**src/rtl/seg_scan_capture.sv**
```systemverilog
// Captures a multiplexed 7-segment display bus and decodes each digit back to a hex nibble + dp.
// Define SEG_ACTIVE_LOW_EN for common-anode / low-side drivers (inputs inverted before sync).
module seg_scan_capture #(
    parameter int DIGITS = 4,
    parameter int SETTLE = 4
) (
    input  logic                  clk,
    input  logic                  rst_n,
    input  logic [DIGITS-1:0]     an,
    input  logic [7:0]            seg,
    output logic [4*DIGITS-1:0]   hex,
    output logic [DIGITS-1:0]     valid,
    output logic [DIGITS-1:0]     dp,
    output logic                  frame_done,
    output logic                  bad_sel,
    output logic                  bad_pat
);

    localparam int W = DIGITS + 8;
    localparam logic [7:0] SETTLE_C = 8'(SETTLE);

    logic [W-1:0]      raw, s1, s2, s2_d;
    logic [7:0]        stable_cnt;
    logic [DIGITS-1:0] seen, seen_next;
    logic [DIGITS-1:0] cap_an;
    logic [7:0]        cap_seg;
    logic              strobe, multi, legal;
    logic [4:0]        lut;

`ifdef SEG_ACTIVE_LOW_EN
    assign raw = ~{an, seg};
`else
    assign raw = {an, seg};
`endif

    // Returns {legal, nibble}; blank and unknown patterns both report illegal.
    function automatic logic [4:0] decode(input logic [6:0] p);
        case (p)
            7'h3F: decode = 5'h10;
            7'h06: decode = 5'h11;
            7'h5B: decode = 5'h12;
            7'h4F: decode = 5'h13;
            7'h66: decode = 5'h14;
            7'h6D: decode = 5'h15;
            7'h7D: decode = 5'h16;
            7'h07: decode = 5'h17;
            7'h7F: decode = 5'h18;
            7'h6F: decode = 5'h19;
            7'h77: decode = 5'h1A;
            7'h7C: decode = 5'h1B;
            7'h39: decode = 5'h1C;
            7'h5E: decode = 5'h1D;
            7'h79: decode = 5'h1E;
            7'h71: decode = 5'h1F;
            default: decode = 5'h00;
        endcase
    endfunction

    assign cap_an  = s2[W-1:8];
    assign cap_seg = s2[7:0];
    assign strobe  = (s2 == s2_d) && (stable_cnt == SETTLE_C - 8'd1);
    assign multi   = (cap_an & (cap_an - DIGITS'(1))) != '0;
    assign lut     = decode(cap_seg[6:0]);
    assign legal   = lut[4];

    // A completed frame clears the mask one cycle later; a capture landing that cycle still counts.
    always_comb begin
        seen_next = (&seen) ? '0 : seen;
        if (strobe && !multi)
            seen_next = seen_next | cap_an;
    end

    always_ff @(posedge clk or negedge rst_n) begin
        if (!rst_n) begin
            s1         <= '0;
            s2         <= '0;
            s2_d       <= '0;
            stable_cnt <= SETTLE_C;
            seen       <= '0;
            hex        <= '0;
            valid      <= '0;
            dp         <= '0;
            frame_done <= 1'b0;
            bad_sel    <= 1'b0;
            bad_pat    <= 1'b0;
        end else begin
            s1   <= raw;
            s2   <= s1;
            s2_d <= s2;
            if (s2 != s2_d)
                stable_cnt <= 8'd0;
            else if (stable_cnt != SETTLE_C)
                stable_cnt <= stable_cnt + 8'd1;

            frame_done <= &seen;
            bad_sel    <= 1'b0;
            bad_pat    <= 1'b0;
            seen       <= seen_next;

            if (strobe && cap_an != '0) begin
                if (multi) begin
                    bad_sel <= 1'b1;
                end else begin
                    for (int i = 0; i < DIGITS; i++) begin
                        if (cap_an[i]) begin
                            dp[i]    <= cap_seg[7];
                            valid[i] <= legal;
                            if (legal)
                                hex[4*i +: 4] <= lut[3:0];
                        end
                    end
                    if (!legal && cap_seg[6:0] != 7'h00)
                        bad_pat <= 1'b1;
                end
            end
        end
    end

endmodule
```
**config.mk**
```make
export PLATFORM = sky130hd
export DESIGN_NAME = seg_scan_capture
export DESIGN_NICKNAME = d
export VERILOG_FILES = /design/src/rtl/seg_scan_capture.sv
export SDC_FILE = /design/constraint.sdc
export NUM_CORES = 1
export LEC_CHECK = 0
export ABC_AREA = 1
export CORE_ASPECT_RATIO = 0.6
export CORE_MARGIN = 4
export CORE_UTILIZATION = 43
export CTS_CLUSTER_SIZE = 8
export DETAILED_ROUTE_END_ITERATION = 8
export GPL_TIMING_DRIVEN = 0
export HOLD_SLACK_MARGIN = 0.02
export RECOVER_POWER = 25
export SLEW_MARGIN = 0
export SYNTH_ARGS = -nofsm -noshare
export SYNTH_HDL_FRONTEND = slang
export SYNTH_SLANG_ARGS = --single-unit
export TNS_END_PERCENT = 1
```
**constraint.sdc**
```tcl
create_clock -name clk -period 2.69 [get_ports clk]
set_input_delay 0.538 -clock clk [delete_from_list [all_inputs] [get_ports clk]]
set_output_delay 0.538 -clock clk [all_outputs]
set_load 0.005 [all_outputs]
```
==> flow_metrics.py <==
metrics = {
    "outcome": {
        "status": "finished, violations left",
        "violations": "max-capacitance violations, max-slew violations",
    },
    "sta": {
        "fin_crit_ns": 1.95,
        "slew_viol_final": 34,
        "maxClockFrequency_ghz": 0.512,
        "fin_setup_tns_ns": 0,
        "tightest_slew_ns": 1.79,
        "finalHoldViolCount": 0,
        "clock_skew_ns": 0.00426,
        "setup_violations": 0,
        "period_share_pct": 72.6,
        "maxSlewHeadroom_pct": -19.5,
        "rsz0062_at_grt": "no",
    },
    "drt": {
        "routed_via_density": 4.62,
        "wire_per_inst_um": 11.9,
        "dr.pass1.iters": 4,
        "vias": 2428,
        "routed_wl_um": 6250,
        "ant_nets": 0,
        "drtIter0Drc": 174,
        "drc": 0,
    },
    "finish": {
        "antennaDiodeCount": 0,
        "mostFrequentLayoutCells": "nand2_1 (105), dfrtp_1 (74), inv_1 (51), nor2_1 (41), clkdlybuf4s50_1 (39)",
        "layout-drive-gt1-share_pct": 6.18,
        "final_net_count": 432,
        "design_area_um2": 4050,
        "final_common_cell": "nand2_1",
        "area_growth_pct": 26.8,
    },
    "placed_design": {
        "numPortBuffers": 40,
        "place_congestion": 0.895,
        "dp_hpwl_um": 4530,
        "placed_area_um2": 3740,
    },
    "clock_network": {
        "clockBufferDepth": 2,
        "insertion_delay_ns": 0.33,
        "clock-sinks": 75,
        "cts_resized": 0,
        "cts_tree": "built",
        "path_clk_slew_ns": 0.05,
        "ctsHoldBuffers": 0,
        "cts_buffers": 9,
        "postCtsSetupBuffers": 0,
        "cts_max_level": 3,
        "cts_root_buf": "clkbuf_16",
    },
    "logic_synthesis": {
        "seq_area_frac_synth_pct": 58.9,
        "synth_nets": 380,
        "synthSimpleGateAreaFrac_pct": 24.4,
        "yosys.area_share.adder_pct": 0.784,
        "post_synth_xor_area_fraction_pct": 1.10,
        "syn_area_per_cell_um2": 8.77,
        "synth_top_family_by_area": "simple AND/OR/NAND/NOR gates",
        "synthCells": 364,
        "yosysTopAreaCell": "dfrtp_1",
        "synth_compound_area_share_pct": 7.53,
        "synth_top_area_share_pct": 58.0,
        "synthDistinctLibCells": 23,
        "syn_area_um2": 3190,
        "synth.mux.area_fraction_pct": 0,
        "yosys-top-cells-area": "dfrtp_1 (58%), nand2_1 (12%), inv_1 (6.0%)",
        "ys_ff_latch": 75,
        "yosysWarningCount": 0,
    },
    "worst_setup_path": {
        "worstPathArrival_ns": 2.16,
        "critical_path_class": "register to register",
        "cp_cell_sequence": "ha_1 -> nand3_1 -> nor2_1 -> nand4_1 -> o21bai_1 -> nand2_1",
        "rrSetupSlack_ns": 0.74,
        "cp-start-kind": "register",
        "cp_top_family": "simple AND/OR/NAND/NOR gates",
        "path_max_fanout": 9,
        "cp_num_buf_inv": 0,
        "critPathCaptureType": "register",
        "worstPathRequired_ns": 2.90,
        "cp_slowest_cell": "nand4_1",
        "cpPeakStageDelay_ns": 0.46,
    },
    "global_route": {
        "overflow": 0,
        "antenna_found_initial": 0,
        "grtUsageTotal_pct": 15.5,
        "grt_max_degree": 43,
        "grt_pass1_wl_um": 10700,
        "grt_pass1_vias": 2231,
    },
    "die": {
        "die_y_um": 74.7,
        "dieWidth_um": 119,
        "io_pins": 41,
        "initial_core_util_pct": 44.1,
        "die_area_um2": 8910,
        "core-area_um2": 7240,
        "num_rows": 24,
    },
    "power_and_ir_drop": {
        "p_leak_nw": 1.97,
        "ir_drop_v": 0.000381,
        "pwr_density_cell_nw_per_um2": 625,
        "power_mw": 2.53,
    },
    "min_path": {
        "hold_class": "register to register",
    },
    "job": {
        "max_cap_violations": 1,
    },
}
## metal layers
layer	part of all wire [%]	global-route usage, %	routed length, um	vias up
met5	0	0	0	-
met4	0.70	6.03	44	0
met3	5.4	5.56	335	8
met2	42	21.8	2630	51
met1	52	22.1	3240	1128
li1	-	-	-	1241
## worst register-to-register path: cells and delay by family (launching register included)
family / cells / cell delay (ns)
AOI/OAI and AO/OA: 1 / 0.29
adders and majority gates: 1 / 0.18
DFF: 1 / 0.40
and+or+nand+nor: 4 / 0.97
## layout make-up
type / count / area, um2
flip-flops and latches: 75 / 1880
clock inverters: 5 / 77.6
plain buffers: 3 / 30.0
well taps: 104 / 130
fillers: 667 / 3190
inverters: 54 / 203
clock buffers: 11 / 233
repair buffers: 41 / 414
multi-input cells: 232 / 1080
## state kept, by name, summed over array words and instances (netlist names)
register / count
s2_d: 12
bad_sel: 1
s2: 12
valid: 4
hex: 16
stable_cnt: 8
seen: 4
dp: 4
s1: 12
frame_done: 1
bad_pat: 1
## final timing paths
kind | startpoint | endpoint | cells past startpoint
worst max-delay path | stable_cnt[0] | hex[2] | 6
worst min-delay path | s1[2] | s2[2] | 0
worst max register to register | stable_cnt[0] | hex[2] | 6
worst min register to register | s1[2] | s2[2] | 0
max in group asynchronous | rst_n | s2_d[3] | 1
min in group asynchronous | rst_n | stable_cnt[3] | 1
## report_power, final
part	switching (mW)	internal, mW	total (mW)
sequential	0.0196	1.16	1.18
clock	0.421	0.808	1.23
combinational	0.0791	0.0453	0.124
## cell families (layout without fill, tap and decap cells)
logic type / Yosys count / count (layout)
AND/OR/NAND/NOR: 187 / 187
flip-flops: 75 / 75
buffers and inverters: 57 / 114
AO/OA/AOI/OAI: 39 / 39
XOR/XNOR: 4 / 4
adder cells (fa/ha/maj): 2 / 2
## cells in the mapped netlist
master,number
a211oi_1,1
a21oi_1,5
buf_4,1
buf_6,2
dfrtp_1,74
dfstp_2,1
ha_1,2
inv_1,51
inv_2,3
nand2_1,105
nand2_2,1
nand3_1,22
nand4_1,8
nor2_1,41
nor2_2,1
nor2_4,2
nor3_1,6
nor4_1,1
o21a_1,1
o21ai_0,16
o21bai_1,16
xnor2_1,2
xor2_1,2
## stage by stage
| stage | cells | util (%) | setup slack [ns] | hold WS [ns] |
|---|---|---|---|---|
| 4_1_cts | 525 | 55.9 | 0.736 | 0.153 |
| 6_report | 525 | 55.9 | 0.737 | 0.344 |
| 3_3_place_gp | 508 | 51.4 | -1.48 | 0.331 |
| 3_5_place_dp | 509 | 51.7 | 0.748 | 0.335 |
| 2_1_floorplan | 364 | - | 1.16 | 0.242 |
| 5_1_grt | 525 | 55.9 | 0.498 | 0.352 |
No activity file was read; power rests on OpenSTA's default activity.
